### config.mk
export PLATFORM = sky130hd
export DESIGN_NAME = coh_snoop_resp_flat
export DESIGN_NICKNAME = d
export VERILOG_FILES = /design/src/rtl/coh_snoop_resp_if.sv /design/src/rtl/coh_snoop_resp.sv /design/src/flat_wrapper.sv
export SDC_FILE = /design/constraint.sdc
export NUM_CORES = 1
export LEC_CHECK = 0
export BUFFER_PORTS_ARGS = -buffer_cell sky130_fd_sc_hd__buf_2
export CAP_MARGIN = 40
export CORE_ASPECT_RATIO = 1.2
export CORE_MARGIN = 4
export CORE_UTILIZATION = 44
export CTS_CLUSTER_DIAMETER = 40
export DETAILED_ROUTE_END_ITERATION = 8
export HOLD_SLACK_MARGIN = 0.15
export PLACE_DENSITY = 0.87
export SYNTH_ARGS = -nofsm -noshare
export SYNTH_HDL_FRONTEND = slang
export SYNTH_SLANG_ARGS = --single-unit
export TNS_END_PERCENT = 5
### constraint.sdc
create_clock -name CLK -period 5.4 [get_ports CLK]
set_input_delay 0 -clock CLK [delete_from_list [all_inputs] [get_ports CLK]]
set_output_delay 0 -clock CLK [all_outputs]
set_load 0.01 [all_outputs]
### src/rtl/coh_snoop_resp_if.sv
// Snoop responder bus bundle: coherence-controller snoop handshake, write-back
// data port, tag/data array read port and tag-state update strobe.
//   slave  : the responder (coh_snoop_resp)
//   master : the surrounding dcache / controller side
interface coh_snoop_resp_if #(
  parameter int unsigned SETS = 8,
  parameter int unsigned WAYS = 2,
  parameter int unsigned TAGW = 26
);
  localparam int unsigned IDXW = $clog2(SETS);
  localparam int unsigned WAYW = (WAYS > 1) ? $clog2(WAYS) : 1;

  // Snoop handshake
  logic                   ccwait;
  logic                   ccinv;
  logic [31:0]            ccsnoopaddr;
  logic                   ccwrite;
  logic                   snoop_busy;
  // Write-back port
  logic                   snp_dWEN;
  logic [31:0]            snp_daddr;
  logic [31:0]            snp_dstore;
  logic                   dwait;
  // Tag/data array read
  logic [IDXW-1:0]        tag_idx;
  logic [WAYS*TAGW-1:0]   tag_rdtag;
  logic [WAYS-1:0]        tag_rdvalid;
  logic [WAYS-1:0]        tag_rddirty;
  logic [WAYW-1:0]        data_way;
  logic                   data_off;
  logic [31:0]            data_rdword;
  // Tag-state update
  logic                   upd_en;
  logic [WAYW-1:0]        upd_way;
  logic                   upd_valid;
  logic                   upd_dirty;

  modport slave (
    input  ccwait, ccinv, ccsnoopaddr, dwait,
           tag_rdtag, tag_rdvalid, tag_rddirty, data_rdword,
    output ccwrite, snoop_busy, snp_dWEN, snp_daddr, snp_dstore,
           tag_idx, data_way, data_off,
           upd_en, upd_way, upd_valid, upd_dirty
  );

  modport master (
    output ccwait, ccinv, ccsnoopaddr, dwait,
           tag_rdtag, tag_rdvalid, tag_rddirty, data_rdword,
    input  ccwrite, snoop_busy, snp_dWEN, snp_daddr, snp_dstore,
           tag_idx, data_way, data_off,
           upd_en, upd_way, upd_valid, upd_dirty
  );
endinterface

### src/rtl/coh_snoop_resp.sv
// Cache-side snoop responder: looks up a snooped block, flags a Modified hit on
// ccwrite, writes the two-word dirty block back, and applies the MSI downgrade
// (M->S, or ->I on invalidate) when the controller drops ccwait.
// Ports: CLK, RST (async, active-high), bus (coh_snoop_resp_if.slave).
module coh_snoop_resp #(
  parameter int unsigned SETS = 8,
  parameter int unsigned WAYS = 2,
  parameter int unsigned TAGW = 26
) (
  input  logic                CLK,
  input  logic                RST,
  coh_snoop_resp_if.slave     bus
);
  localparam int unsigned IDXW = $clog2(SETS);
  localparam int unsigned WAYW = (WAYS > 1) ? $clog2(WAYS) : 1;
  localparam int unsigned BLKW = 29;  // word-pair address bits [31:3]

  typedef enum logic [2:0] {IDLE, LOOKUP, FLUSH0, FLUSH1, HOLD} state_t;

  state_t            state, state_n;
  logic [BLKW-1:0]   blk_r, blk_n;
  logic              inv_r, inv_n;
  logic [WAYW-1:0]   hw_r, hw_n;
  logic              hd_r, hd_n;
  logic              hit_r, hit_n;

  logic              hit_c;
  logic [WAYW-1:0]   hw_c;
  logic              hd_c;
  logic              off_c;
  logic              unused_addr_lo;

  // Byte/word offset of the snooped address is irrelevant: whole block is handled.
  assign unused_addr_lo = ^bus.ccsnoopaddr[2:0];

  // Tag compare against the registered snoop address; lowest matching way wins.
  always_comb begin
    hit_c = 1'b0;
    hw_c  = '0;
    for (int unsigned w = 0; w < WAYS; w++) begin
      if (!hit_c && bus.tag_rdvalid[w] &&
          (bus.tag_rdtag[w*TAGW +: TAGW] == blk_r[BLKW-1 -: TAGW])) begin
        hit_c = 1'b1;
        hw_c  = WAYW'(w);
      end
    end
    hd_c = bus.tag_rddirty[hw_c];
  end

  // State and snoop-context registers.
  always_ff @(posedge CLK or posedge RST) begin
    if (RST) begin
      state <= IDLE;
      blk_r <= '0;
      inv_r <= 1'b0;
      hw_r  <= '0;
      hd_r  <= 1'b0;
      hit_r <= 1'b0;
    end else begin
      state <= state_n;
      blk_r <= blk_n;
      inv_r <= inv_n;
      hw_r  <= hw_n;
      hd_r  <= hd_n;
      hit_r <= hit_n;
    end
  end

  // Next-state and output decode.
  always_comb begin
    state_n        = state;
    blk_n          = blk_r;
    inv_n          = inv_r;
    hw_n           = hw_r;
    hd_n           = hd_r;
    hit_n          = hit_r;
    off_c          = 1'b0;
    bus.ccwrite    = 1'b0;
    bus.snoop_busy = 1'b0;
    bus.snp_dWEN   = 1'b0;
    bus.snp_daddr  = '0;
    bus.snp_dstore = '0;
    bus.tag_idx    = '0;
    bus.data_way   = '0;
    bus.data_off   = 1'b0;
    bus.upd_en     = 1'b0;
    bus.upd_way    = '0;
    bus.upd_valid  = 1'b0;
    bus.upd_dirty  = 1'b0;

    if (state != IDLE) begin
      bus.snoop_busy = 1'b1;
      bus.tag_idx    = blk_r[IDXW-1:0];
      // Invalidate request is sticky for the rest of the snoop.
      if (bus.ccinv) inv_n = 1'b1;
    end

    case (state)
      IDLE: begin
        // Gate with RST so every output reads 0 while reset is held.
        bus.snoop_busy = bus.ccwait & ~RST;
        if (bus.ccwait) begin
          blk_n   = bus.ccsnoopaddr[31:3];
          inv_n   = 1'b0;
          state_n = LOOKUP;
        end
      end
      LOOKUP: begin
        bus.ccwrite = hit_c & hd_c;
        hw_n        = hw_c;
        hd_n        = hd_c;
        hit_n       = hit_c;
        if (!bus.ccwait)          state_n = IDLE;
        else if (hit_c && hd_c)   state_n = FLUSH0;
        else                      state_n = HOLD;
      end
      FLUSH0, FLUSH1: begin
        off_c          = (state == FLUSH1);
        bus.ccwrite    = 1'b1;
        bus.snp_dWEN   = 1'b1;
        bus.snp_daddr  = {blk_r, off_c, 2'b00};
        bus.data_way   = hw_r;
        bus.data_off   = off_c;
        bus.snp_dstore = bus.data_rdword;
        if (!bus.ccwait)     state_n = IDLE;
        else if (!bus.dwait) state_n = (state == FLUSH0) ? FLUSH1 : HOLD;
      end
      HOLD: begin
        bus.ccwrite = hd_r & hit_r;
        if (!bus.ccwait) begin
          state_n       = IDLE;
          bus.upd_en    = hit_r;
          bus.upd_way   = hw_r;
          bus.upd_valid = ~(inv_r | bus.ccinv);
        end
      end
      default: state_n = IDLE;
    endcase
  end
endmodule

### src/flat_wrapper.sv
// flat-port wrapper written by rule: the top's interface ports become plain ports
module coh_snoop_resp_flat 
#(
  parameter int unsigned SETS = 8,
  parameter int unsigned WAYS = 2,
  parameter int unsigned TAGW = 26
)
  (CLK, RST, bus_ccwait, bus_ccinv, bus_ccsnoopaddr, bus_dwait, bus_tag_rdtag, bus_tag_rdvalid, bus_tag_rddirty, bus_data_rdword, bus_ccwrite, bus_snoop_busy, bus_snp_dWEN, bus_snp_daddr, bus_snp_dstore, bus_tag_idx, bus_data_way, bus_data_off, bus_upd_en, bus_upd_way, bus_upd_valid, bus_upd_dirty);
  coh_snoop_resp_if #(.SETS(SETS), .WAYS(WAYS), .TAGW(TAGW)) bus_i ();
  input  logic CLK;
  input  logic RST;
  input wire logic [$bits(bus_i.ccwait)-1:0] bus_ccwait;
  input wire logic [$bits(bus_i.ccinv)-1:0] bus_ccinv;
  input wire logic [$bits(bus_i.ccsnoopaddr)-1:0] bus_ccsnoopaddr;
  input wire logic [$bits(bus_i.dwait)-1:0] bus_dwait;
  input wire logic [$bits(bus_i.tag_rdtag)-1:0] bus_tag_rdtag;
  input wire logic [$bits(bus_i.tag_rdvalid)-1:0] bus_tag_rdvalid;
  input wire logic [$bits(bus_i.tag_rddirty)-1:0] bus_tag_rddirty;
  input wire logic [$bits(bus_i.data_rdword)-1:0] bus_data_rdword;
  output wire logic [$bits(bus_i.ccwrite)-1:0] bus_ccwrite;
  output wire logic [$bits(bus_i.snoop_busy)-1:0] bus_snoop_busy;
  output wire logic [$bits(bus_i.snp_dWEN)-1:0] bus_snp_dWEN;
  output wire logic [$bits(bus_i.snp_daddr)-1:0] bus_snp_daddr;
  output wire logic [$bits(bus_i.snp_dstore)-1:0] bus_snp_dstore;
  output wire logic [$bits(bus_i.tag_idx)-1:0] bus_tag_idx;
  output wire logic [$bits(bus_i.data_way)-1:0] bus_data_way;
  output wire logic [$bits(bus_i.data_off)-1:0] bus_data_off;
  output wire logic [$bits(bus_i.upd_en)-1:0] bus_upd_en;
  output wire logic [$bits(bus_i.upd_way)-1:0] bus_upd_way;
  output wire logic [$bits(bus_i.upd_valid)-1:0] bus_upd_valid;
  output wire logic [$bits(bus_i.upd_dirty)-1:0] bus_upd_dirty;
  assign bus_i.ccwait = bus_ccwait;
  assign bus_i.ccinv = bus_ccinv;
  assign bus_i.ccsnoopaddr = bus_ccsnoopaddr;
  assign bus_i.dwait = bus_dwait;
  assign bus_i.tag_rdtag = bus_tag_rdtag;
  assign bus_i.tag_rdvalid = bus_tag_rdvalid;
  assign bus_i.tag_rddirty = bus_tag_rddirty;
  assign bus_i.data_rdword = bus_data_rdword;
  assign bus_ccwrite = bus_i.ccwrite;
  assign bus_snoop_busy = bus_i.snoop_busy;
  assign bus_snp_dWEN = bus_i.snp_dWEN;
  assign bus_snp_daddr = bus_i.snp_daddr;
  assign bus_snp_dstore = bus_i.snp_dstore;
  assign bus_tag_idx = bus_i.tag_idx;
  assign bus_data_way = bus_i.data_way;
  assign bus_data_off = bus_i.data_off;
  assign bus_upd_en = bus_i.upd_en;
  assign bus_upd_way = bus_i.upd_way;
  assign bus_upd_valid = bus_i.upd_valid;
  assign bus_upd_dirty = bus_i.upd_dirty;
  coh_snoop_resp #(.SETS(SETS), .WAYS(WAYS), .TAGW(TAGW)) u_core (.CLK(CLK), .RST(RST), .bus(bus_i));
endmodule
[After elaboration in Yosys (flattened, before gate mapping)]
Index checks and enable logic that the tools add are counted.
Storage, ports and cells
  input port bits: 125
  output and inout port bits: 76
  bits in registers: 36
Operators by class
  equal/unequal tests: 9
  magnitude comparators: 1
  bitwise logic cells: 6
  reduce and logical (&&, ||, !) cells: 10
  mux-type cells: 32
Operators by type and width (number)
  32-bit 2-to-1 mux: 2
  26-bit equality test: 2
  3-bit 2-to-1 mux: 8
  1-bit 2-to-1 mux: 20
  3-bit case mux with 4 select lines: 1
  3-bit by 2-bit equality test with 1-bit output, second input constant: 2
  1-bit logical AND: 4
  2-bit inequality test, second input constant: 2
  1-bit bitwise AND: 3
  3-bit by 1-bit equality test with 1-bit output, second input constant: 1
  3-bit equality test, second input constant: 1
  3-bit zero test: 1
  3-bit inequality test, second input constant: 1
  1-bit case mux with 3 select lines: 1
  3-bit AND reduction: 1
  3-bit nonzero test: 1
  1-bit by 2-bit < comparator with 1-bit output, second input constant: 1
  1-bit NOT: 2
  2-bit AND reduction: 1
  2-bit OR reduction: 1
  1-bit zero test: 1
  1-bit bitwise OR: 1

[Longest topological paths before layout]
Gate-level depths: netlist of run 1.
  word-level depth: 13
  gate-level depth with buffers: 6
  gate-level depth less buffers: 6

[Worst setup path before layout of run 1]
OpenSTA, ideal clock, no wires.
  kind: register to register
  start: register u_core.blk_r[7]
  end: register u_core.state[1]
  clock period less this slack: 1704 ps
  path slack: 3696 ps
  required time: 5278 ps
  data arrival time: 1582 ps
  cell stages (with the launch flop): 7
  buffers on the path: 0
  cell sequence: dfrtp_1 -> xnor2_1 -> nand4_1 -> nor4_2 -> a311oi_2 -> a221o_1 -> o2111a_1
On the way
  longest elaborated chain between the ends: 13
  elaborated cells between the ends (all ways): 15
  classes of those cells: eq/ne: 2; mux: 8; reduce/logical: 5
Ends and longest elaborated chain
  start: declaration: line coh_snoop_resp.sv:21  | logic [BLKW-1:0] blk_r, blk_n;
  start signal: assignment: line coh_snoop_resp.sv:61  | blk_r <= blk_n;
  26-bit equality test: line coh_snoop_resp.sv:42  | (bus.tag_rdtag[w*TAGW +: TAGW] == blk_r[BLKW-1 -: TAGW])) begin
  1-bit logical AND: line coh_snoop_resp.sv:41  | if (!hit_c && bus.tag_rdvalid[w] &&
  1-bit 2-to-1 mux: line coh_snoop_resp.sv:41
  1-bit zero test: line coh_snoop_resp.sv:41
  1-bit logical AND (2 in series): line coh_snoop_resp.sv:41
  1-bit 2-to-1 mux: line coh_snoop_resp.sv:41
  1-bit 2-to-1 mux (not written as such) (2 in series): line coh_snoop_resp.sv:47  | hd_c = bus.tag_rddirty[hw_c];
  1-bit logical AND *: line coh_snoop_resp.sv:114  | else if (hit_c && hd_c) state_n = FLUSH0;
  3-bit 2-to-1 mux *: line coh_snoop_resp.sv:114
  3-bit 2-to-1 mux *: line coh_snoop_resp.sv:113  | if (!bus.ccwait) state_n = IDLE;
  3-bit case mux with 4 select lines *: line coh_snoop_resp.sv:98  | case (state)
  end signal: assignment: line coh_snoop_resp.sv:60  | state <= state_n;
  end: declaration: line coh_snoop_resp.sv:20  | state_t state, state_n;
Every way passes the cells marked *; elsewhere a longest branch is shown, timed or not. The select of a mux whose other input is x is not followed.
A chain may end at the register's enable or synchronous reset.

[Worst setup path in the final report of run 1]
  start: register u_core.blk_r[16]
  end: register u_core.state[2]
The elaborated chain is that of the path after synthesis.

==> results.yml, run 1 <==
floorplan:
  fp.dieW_um: 79.2
  io_pins: 201
  initial_core_util_pct: 46.3
  die-area_um2: 7390
  row_count: 30
  dieHeight_um: 93.4
  core_um2: 5780
yosys:
  synthCells: 275
  synth_area_leader_cell: "dfrtp_1"
  synth_xor_area_share_pct: 17.4
  netlist_area_um2: 2670
  avgSynthCellArea_um2: 9.72
  synth_adder_area_share_pct: 0
  synth_compound_area_share_pct: 4.35
  ys_warn_count: 0
  muxShareOfSynthArea_pct: 13.0
  synth_top_family_by_area: "simple AND/OR/NAND/NOR gates"
  yosys.area.top_type_share_pct: 33.7
  yosys-top-cells-area: "dfrtp_1 (34%), and2_1 (15%), mux2_2 (13%)"
  seq_area_frac_synth_pct: 33.7
  ys_ff_latch: 36
  synthDistinctLibCells: 39
  synth-simple-area-share_pct: 28.2
sta:
  hold_viol: 0
  fmax_ghz: 0.335
  relSlewSlack_pct: 66.9
  fin_crit_ps: 2980
  rsz0062_at_grt: "false"
  finalSetupViolCount: 0
  fin_skew_ps: 3.61
  fin_crit_sh_pct: 55.2
  worst_slack_ps: 2420
  slew_violations: 0
  finalSetupTns_ps: 0
  worst_pin_slew_ps: 493
worst_setup_path:
  r2r_slack_ps: 2420
  path_common_cell: "dlygate4sd3_1"
  cp-start-kind: "flop"
  slowest_stage: "dlygate4sd3_1"
  critPathCaptureType: "flop"
  cp_max_fo: 4
  crit_type: "reg -> reg"
  crit_required_ps: 5570
  crit_chain: "xor2_1 -> nor4_1 -> nand4_1 -> a311oi_2 -> a221o_1 -> dlygate4sd3_1 -> nand2_1 -> dlygate4sd3_1"
  critical_path_arrival_ps: 3150
  crit_path_max_incr_delay_ps: 570
routing:
  via_count: 2903
  wl_met3_um: 837
  antenna_left: 0
  drc: 0
  avgViaCountPerCell: 4.97
  wl_per_cell_um: 16.6
  wl_met2_um: 5420
  wl_met1_um: 3210
  wl_um: 9710
  drt_iter0_markers: 96
  top_layer: "met4"
  firstDrtPassIters: 4
layout:
  num_antenna_cells: 0
  syn2layout_area_growth_pct: 56.2
  finalNetCount: 628
  postLayoutCellArea_um2: 4180
  layout_common_cells: "buf_2 (194), and2_1 (65), dlygate4sd3_1 (36), dfrtp_1 (36), mux2_2 (30)"
  final_common_cell: "buf_2"
  drive_above_1_share_pct: 48.2
power:
  switching_power_uw: 361
  peakVddDrop_mv: 0.204
  power_uw: 1000
  p_int_uw: 642
  clockPowerShare_pct: 20.1
  power_density_nw_per_um2: 240
  leakagePower_uw: 0.00214
  power.share.switching_pct: 36.0
  p_seq_share_pct: 42.4
  comb_power_share_pct: 37.4
clocking:
  cts_max_level: 2
  clk-insertion-delay-late_ps: 290
  cts_root_buf: "clkbuf_8"
  cts_num_sinks: 36
  cts.clk_slew.worst_paths_ps: 80
  cts_tree: "done"
  clk_path_buf_depth: 2
  cts-buffers-inserted: 5
  cts_setup_buffers: 0
place:
  pre_cts_ws_ps: 3430
  place_hpwl_um: 7610
  port_buffers: 194
  place_area_um2: 3720
  place.gp.congestion: 0.867
worst_hold_path:
  hp-class: "in -> reg"
run:
  cap_violations: 0
global_route:
  antenna_found_initial: 0
  grt_usage_pct: 25.9
  grt_pass1_vias: 3069
  grt_max_degree: 56
  grt_pass1_wl_um: 14900
  overflow: 0
run_status:
  status: "finished clean"
==> Yosys cell counts <==
master and count:
and2_1 65, dfrtp_1 36, mux2_2 30, xor2_1 27, xnor2_1 26, nor4_1 13, nand4_1 10, clkbuf_1 7
nand2_1 7, nor2_1 5, buf_4 4, inv_1 4, nor2b_1 4, nor3_1 4, buf_2 3, nand3_1 3
a21oi_1 2, a221o_1 2, and3_1 2, o21ai_0 2, a211oi_2 1, a21boi_0 1, a21o_1 1, a311oi_2 1
a31oi_1 1, a32oi_1 1, and2_2 1, and3_4 1, conb_1 1, mux2i_1 1, nor3_2 1, nor3b_1 1
nor4_2 1, nor4b_1 1, nor4b_2 1, o2111a_1 1, o21a_1 1, or3_1 1, or4_1 1
==> routing by layer <==
| layer | track usage (%) | vias to the layer above |
|---|---|---|
| li1 | - | 1394 |
| met1 | 25.3 | 1350 |
| met2 | 51.2 | 140 |
| met3 | 6.94 | 19 |
| met4 | 8.31 | 0 |
| met5 | 0 | - |
==> repair_timing <==
item	in CTS	in global routing
hold endpoints to repair	70	0
hold buffers	36	0
endpoints found under the setup margin	0	0
resized for setup	0	0
==> layout make-up <==
cell class              count  area (um2)
flip-flops and latches     36         901
clock inverters             2        10.0
inverters                   4        15.0
repair buffers            233        1370
fillers                   466        1600
well taps                  80         100
clock buffers               6        82.6
multi-input cells         223        1700
==> worst max-delay path, delay by kind of cell, from the launching register on <==
| family | cells | cell delay [ps] |
|---|---|---|
| and+or+nand+nor | 3 | 580 |
| xor gates and xnor gates | 1 | 200 |
| AOI/OAI and AO/OA | 2 | 540 |
| buffers and inverters | 2 | 1120 |
| DFF | 1 | 430 |
==> through the flow <==
stage          std cells  utilization [%]  hold WS [ps]
4_1_cts              584             72.3           168
2_1_floorplan        277                -          52.9
3_3_place_gp         539             64.1           135
6_report             584             72.3           167
5_1_grt              584             72.3           180
3_5_place_dp         540             64.4           142
==> cell families (layout without fill, tap and decap cells) <==
| family | after synthesis | after routing |
|---|---|---|
| AND/OR/NAND/NOR | 122 | 122 |
| AO/OA/AOI/OAI | 14 | 14 |
| multiplexers | 31 | 31 |
| XOR/XNOR | 53 | 53 |
| other | 1 | 3 |
| flip-flops | 36 | 36 |
| buffers and inverters | 18 | 245 |
==> path summary, 6_finish.rpt <==
kind / startpoint / to / depth (start not counted)
setup / recovery: u_core.blk_r[16]$_DFFE_PP0P_ / u_core.state[2]$_DFFE_PP0P_ / 8
hold / removal: bus_dwait / u_core.state[0]$_DFFE_PP0P_ / 4
setup reg to reg: u_core.blk_r[16]$_DFFE_PP0P_ / u_core.state[2]$_DFFE_PP0P_ / 8
hold reg to reg: u_core.inv_r$_DFF_PP0_ / u_core.inv_r$_DFF_PP0_ / 2
max in group asynchronous: RST / u_core.blk_r[16]$_DFFE_PP0P_ / 4
min in group asynchronous: RST / u_core.blk_r[26]$_DFFE_PP0P_ / 4
==> sequential cells by signal, indices dropped and copies added (netlist names) <==
signal and count:
u_core.blk_r 29, u_core.hd_r 1, u_core.hit_r 1, u_core.hw_r 1
u_core.inv_r 1, u_core.state 3
==> power by group through the flow <==
stage	clock network, uW	logic [uW]	registers, uW
global placement	0	347	423
detailed placement	0	352	430
finish	202	375	426
floorplan	0	244	404
global route	216	409	435
CTS	204	376	425
Note: power is estimated with default switching activity, not from simulation.
==> inputs of run 2 (changes only) <==
ABC_AREA = 1   (was default)
CORE_UTILIZATION = 45   (was 44)
PLACE_DENSITY = 0.82   (was 0.87)
clock period = 3.1 ns   (was 5.4 ns; I/O delays follow)
==> run 2 against run 1 <==
  * Clock skew rose by 6.8 ps
  * Largest power group is now combinational cells
  * Clock-buffer cell count rose by 1
  * Critical endpoint unchanged
  * Highest routed layer unchanged
  * Routed wire length rose by 35%
  * Synthesized area rose by 28%
  * Sequential cell count did not move
  * Hold slack improved by 47 ps
  * Final cell count rose by 64%
==> results.yml, run 2 <==
clocking:
  clk-insertion-delay-late_ps: 300
  cts_max_level: 2
  ctsHoldBuffers: 36
  cts_setup_buffers: 0
  cts_tree: "done"
  clk_path_buf_depth: 2
  cts.clk_slew.worst_paths_ps: 90
  cts_num_sinks: 36
  cts-buffers-inserted: 5
  post_cts_resized: 0
  cts_root_buf: "clkbuf_8"
floorplan:
  die-area_um2: 9040
  row_count: 34
  core_um2: 7320
  dieHeight_um: 103
  initial_core_util_pct: 46.6
  io_pins: 201
  fp.dieW_um: 87.5
worst_setup_path:
  crit_required_ps: 3300
  critical_path_arrival_ps: 2540
  crit_path_max_incr_delay_ps: 580
  path_common_cell: "nand2_1"
  critPathCaptureType: "flop"
  slowest_stage: "dlygate4sd3_1"
  crit_chain: "xnor2_1 -> nand2_1 -> nor2_1 -> nand3_2 -> nor2_4 -> nand3_1 -> nand2_2 -> dlygate4sd3_1 -> nand2_1 -> nand2_1 -> nand2_1"
  cp-start-kind: "flop"
  cp_num_buf_inv: 1
  cpLargestDelayFamily: "simple AND/OR/NAND/NOR gates"
  cp_max_fo: 4
  crit_type: "reg -> reg"
sta:
  fin_crit_sh_pct: 75.7
  finalSetupTns_ps: 0
  relSlewSlack_pct: 62.5
  fin_skew_ps: 10.4
  rsz0062_at_grt: "false"
  fin_crit_ps: 2350
  slew_violations: 0
  finalSetupViolCount: 0
  fmax_ghz: 0.426
  hold_viol: 0
  worst_slack_ps: 754
  worst_pin_slew_ps: 561
  hold_slack_ps: 214
place:
  place_hpwl_um: 10300
  port_buffers: 194
  pre_cts_ws_ps: 1210
  place.gp.congestion: 0.927
yosys:
  synth_commonest_cells: "nand2_1 (200), nor2_1 (155), inv_1 (117), dfrtp_1 (36), a21oi_1 (31)"
  synth_edf_count: 0
  yosys-top-cells-area: "dfrtp_1 (26%), nand2_1 (22%), nor2_1 (17%)"
  synth_most_common_cell: "nand2_1"
  synth_area_leader_cell: "dfrtp_1"
  seq_area_frac_synth_pct: 26.4
  synth-async-reset-ratio_pct: 100
  ys_warn_count: 0
  ys.flop_type: "dfrtp_1"
  ys_ff_latch: 36
  synthDistinctLibCells: 26
  synthCells: 640
  yosys.area.top_type_share_pct: 26.4
  netlist_area_um2: 3410
  avgSynthCellArea_um2: 5.33
power:
  p_int_uw: 1550
  leakagePower_uw: 0.00327
  power.share.switching_pct: 48.3
  comb_power_share_pct: 54.6
  switching_power_uw: 1450
  clockPowerShare_pct: 15.8
  power_uw: 3000
  peakVddDrop_mv: 0.375
  power_density_nw_per_um2: 607
  p_seq_share_pct: 29.6
routing:
  wl_um: 13200
  via_count: 4438
  avgViaCountPerCell: 4.64
  drt_iter0_markers: 196
  firstDrtPassIters: 5
  wl_per_cell_um: 13.8
  drc: 0
  antenna_left: 0
global_route:
  grt_max_degree: 37
  grt_usage_pct: 28.4
  globalRouteMet1Util_pct: 37.0
  grt_pass1_vias: 4196
  grt_pass1_wl_um: 20200
  grtUsageMet2_pct: 50.5
  overflow: 0
  grt.busiest_layer: "met2"
  grt_use_met3_pct: 3.72
  antenna_found_initial: 0
run:
  cap_violations: 0
layout:
  regMostFlops: "u_core.blk_r"
  finalNetCount: 990
  num_antenna_cells: 0
  top_regs: "u_core.blk_r: 29 flops, u_core.state: 3 flops"
  largest_reg_flops: 29
  layout_common_cells: "nand2_1 (199), buf_2 (194), nor2_1 (155), inv_1 (117)"
  drive_above_1_share_pct: 27.5
  syn2layout_area_growth_pct: 45.0
  final_common_cell: "nand2_1"
worst_hold_path:
  hp-class: "in -> reg"
run_status:
  status: "finished clean"
[run 2: layout make-up]
type                    instances  area (um2)
well taps                      90         113
clock inverters                 1        30.0
clock buffers                   7        96.3
inverters                     137         514
fillers                       694        2370
flip-flops and latches         36         901
multi-input cells             452        1910
repair buffers                233        1370
[run 2: worst paths after layout]
path                       cells past startpoint  slack (ps)                    startpoint                      endpoint
min                                            7         210            bus_tag_rddirty[1]   u_core.state[1]$_DFFE_PP0P_
max in group asynchronous                      4        2360                           RST  u_core.blk_r[22]$_DFFE_PP0P_
max reg2reg                                   11         750  u_core.blk_r[21]$_DFFE_PP0P_   u_core.state[2]$_DFFE_PP0P_
min in group asynchronous                      4         390                           RST        u_core.inv_r$_DFF_PP0_
max                                           11         750  u_core.blk_r[21]$_DFFE_PP0P_   u_core.state[2]$_DFFE_PP0P_
min reg2reg                                    2         500       u_core.hd_r$_DFFE_PP0N_       u_core.hd_r$_DFFE_PP0N_
[run 2: metal layers]
metal | vias to the layer above | part of all wire, %
li1 | 2303 | -
met1 | 1980 | 43
met2 | 144 | 50
met3 | 11 | 5.8
met4 | 0 | 1.0
met5 | - | 0
[run 2: stage by stage]
step / area [um2] / util, % / cells
2_1_floorplan: 3420 / - / 642
3_3_place_gp: 4430 / 60.5 / 911
3_5_place_dp: 4460 / 60.9 / 912
4_1_cts: 4940 / 67.5 / 956
5_1_grt: 4940 / 67.5 / 956
6_report: 4940 / 67.5 / 956
[run 2: worst register-to-register path, cell delays in order, from the launching register on]
cell and delay [ps]:
dfrtp_1 450, xnor2_1 350, nand2_1 100, nor2_1 170, nand3_2 120, nor2_4 120
nand3_1 110, nand2_2 100, dlygate4sd3_1 580, nand2_1 60, nand2_1 50, nand2_1 40
[run 2: cell families (layout without fill, tap and decap cells)]
group / after synthesis / after routing / share of synthesized area (%)
AND/OR/NAND/NOR: 397 / 397 / 46.7
buffers and inverters: 154 / 378 / 17.7
AO/OA/AOI/OAI: 41 / 41 / 6.24
flip-flops: 36 / 36 / 26.4
XOR/XNOR: 11 / 11 / 2.83
other: 1 / 3 / 0.110
[run 2: power groups by stage]
stage	logic, uW	clock network [uW]	registers, uW
floorplan	1120	0	843
global placement	1510	0	879
detailed placement	1580	0	889
CTS	1610	480	885
global route	1850	499	916
finish	1640	476	888
==> inputs of run 3 (changes only) <==
clock period = 2.2 ns   (was 3.1 ns; I/O delays follow)
==> run 3 against run 2 <==
  * Combinational power increased by 40%
  * Critical path depth unchanged
  * Routed wire length decreased by 1.2%
  * Clock skew decreased by 0.63 ps
  * Clock-buffer cell count decreased by 2
  * Sequential cell count unchanged
  * Clock power increased by 5.7%
  * Global-route usage decreased by 0.69 points
  * Via count increased by 1.5%
  * Hold slack improved by 78 ps
  * Highest routed layer unchanged
==> results.yml, run 3 (same netlist as run 2, synthesis figures left out) <==
run_status:
  status: "finished clean"
layout:
  finalNetCount: 992
  drive_above_1_share_pct: 28.1
  fin_util_pct: 67.2
  num_antenna_cells: 0
  layout_common_cells: "nand2_1 (199), buf_2 (194), nor2_1 (153), inv_1 (117)"
  postLayoutCellArea_um2: 4920
  regMostFlops: "u_core.blk_r"
  n_fill_cell: 699
  top_regs: "u_core.blk_r: 29 flops, u_core.state: 3 flops"
  final_common_cell: "nand2_1"
  syn2layout_area_growth_pct: 44.3
  largest_reg_flops: 29
worst_setup_path:
  cp_num_buf_inv: 1
  slowest_stage: "dfrtp_1"
  crit_type: "reg -> out"
  critical_path_arrival_ps: 2030
  critPathCaptureType: "output pin"
  path_common_cell: "nand2_1"
  crit_path_max_incr_delay_ps: 420
  cp-start-kind: "flop"
  cpLargestDelayFamily: "simple AND/OR/NAND/NOR gates"
  cp_max_fo: 4
  crit_required_ps: 2200
  crit_chain: "xnor2_1 -> nand2_1 -> nor2_1 -> nand3_2 -> nor2_4 -> nand2_1 -> nand2_1 -> nand2_2 -> nand2_2 -> nand3_1 -> buf_2"
global_route:
  grt_usage_pct: 27.7
  overflow: 0
  grt_pass1_vias: 4189
  grt_pass1_wl_um: 19700
  antenna_found_initial: 0
  grt_max_degree: 39
sta:
  fin_skew_ps: 9.77
  fin_crit_sh_pct: 92.1
  fmax_ghz: 0.493
  rsz0062_at_grt: "false"
  finalSetupTns_ps: 0
  hold_viol: 0
  slew_violations: 0
  fin_crit_ps: 2030
  hold_slack_ps: 292
  finalSetupViolCount: 0
floorplan:
  die-area_um2: 9040
  row_count: 34
  dieHeight_um: 103
  io_pins: 201
  core_um2: 7320
  initial_core_util_pct: 46.6
  fp.dieW_um: 87.5
routing:
  via_count: 4506
  firstDrtPassIters: 7
  antenna_left: 0
  drc: 0
  avgViaCountPerCell: 4.70
  wl_um: 13000
  wl_per_cell_um: 13.6
  drt_iter0_markers: 269
worst_hold_path:
  hp-class: "in -> out"
run:
  cap_violations: 0
place:
  place.gp.congestion: 0.938
  port_buffers: 194
  place_hpwl_um: 10500
  place_area_um2: 4450
clocking:
  cts-buffers-inserted: 5
  cts_max_level: 2
  clk-insertion-delay-late_ps: 300
  clk_path_buf_depth: 2
  cts_tree: "done"
  cts.clk_slew.worst_paths_ps: 80
  cts_root_buf: "clkbuf_8"
  cts_num_sinks: 36
power:
  leakagePower_uw: 0.00327
  power_density_nw_per_um2: 825
  peakVddDrop_mv: 0.692
==> run 3: cell count changes in the layout (fill, tap and decap cells not counted), moves of 2 or more <==
| cell | delta |
|---|---|
| xnor2_2 | +2 |
| xnor2_1 | -2 |
| clkbuf_8 | -2 |
| buf_4 | +3 |
| nor2_2 | +2 |
| nor2_1 | -2 |
| clkinv_2 | +2 |
==> run 3: area by class of cell <==
class                   count  area (um2)  share of cell area, %
clock inverters             3        18.8                  0.382
inverters                 137         514                   10.5
multi-input cells         452        1930                   39.3
repair buffers            235        1370                   27.8
well taps                  90         113                   2.29
clock buffers               5        68.8                   1.40
flip-flops and latches     36         901                   18.3
==> run 3: metrics by stage <==
step                worst slack (ps)  instances  power [uW]
global placement                 504        914        3390
finish                           173        958        4060
global route                    4.97        958        4440
detailed placement               460        914        3460
floorplan                        711        642        2770
CTS                              162        958        4020
==> run 3: worst min-delay path: cells and delay by family <==
family	cells	cell delay, ps
buffers and inverters	3	250
and+or+nand+nor	1	30
==> run 3: power breakdown <==
group,leakage [uW],internal (uW),switching [uW]
clock,0.0000479,221,282
sequential,0.000406,963,298
combinational,0.00281,814,1480
==> run 3: routing by layer <==
layer,up-vias,track usage (%),wire [um]
met5,-,0,0
met4,0,8.15,222
met1,2007,37.0,5640
li1,2313,-,-
met3,18,4.52,871
met2,168,46.1,6270
==> run 3: worst paths after layout <==
kind	from	end	slack (ps)	cells past startpoint
worst max-delay path	u_core.blk_r[17]$_DFFE_PP0P_	bus_ccwrite	170	11
worst min-delay path	bus_data_rdword[24]	bus_snp_dstore[24]	290	4
worst max register to register	u_core.state[2]$_DFFE_PP0P_	u_core.state[1]$_DFFE_PP0P_	410	8
worst min register to register	u_core.hd_r$_DFFE_PP0N_	u_core.hd_r$_DFFE_PP0N_	510	2
max in group asynchronous	RST	u_core.blk_r[11]$_DFFE_PP0P_	1490	4
min in group asynchronous	RST	u_core.inv_r$_DFF_PP0_	360	4
==> run 3: what timing repair did <==
action / CTS / global route
buffers inserted: 0 / 0
gates resized for setup: 0 / 4
hold buffers: 36 / 0
hold endpoints to repair: 70 / 0
setup endpoints to repair: 0 / 22
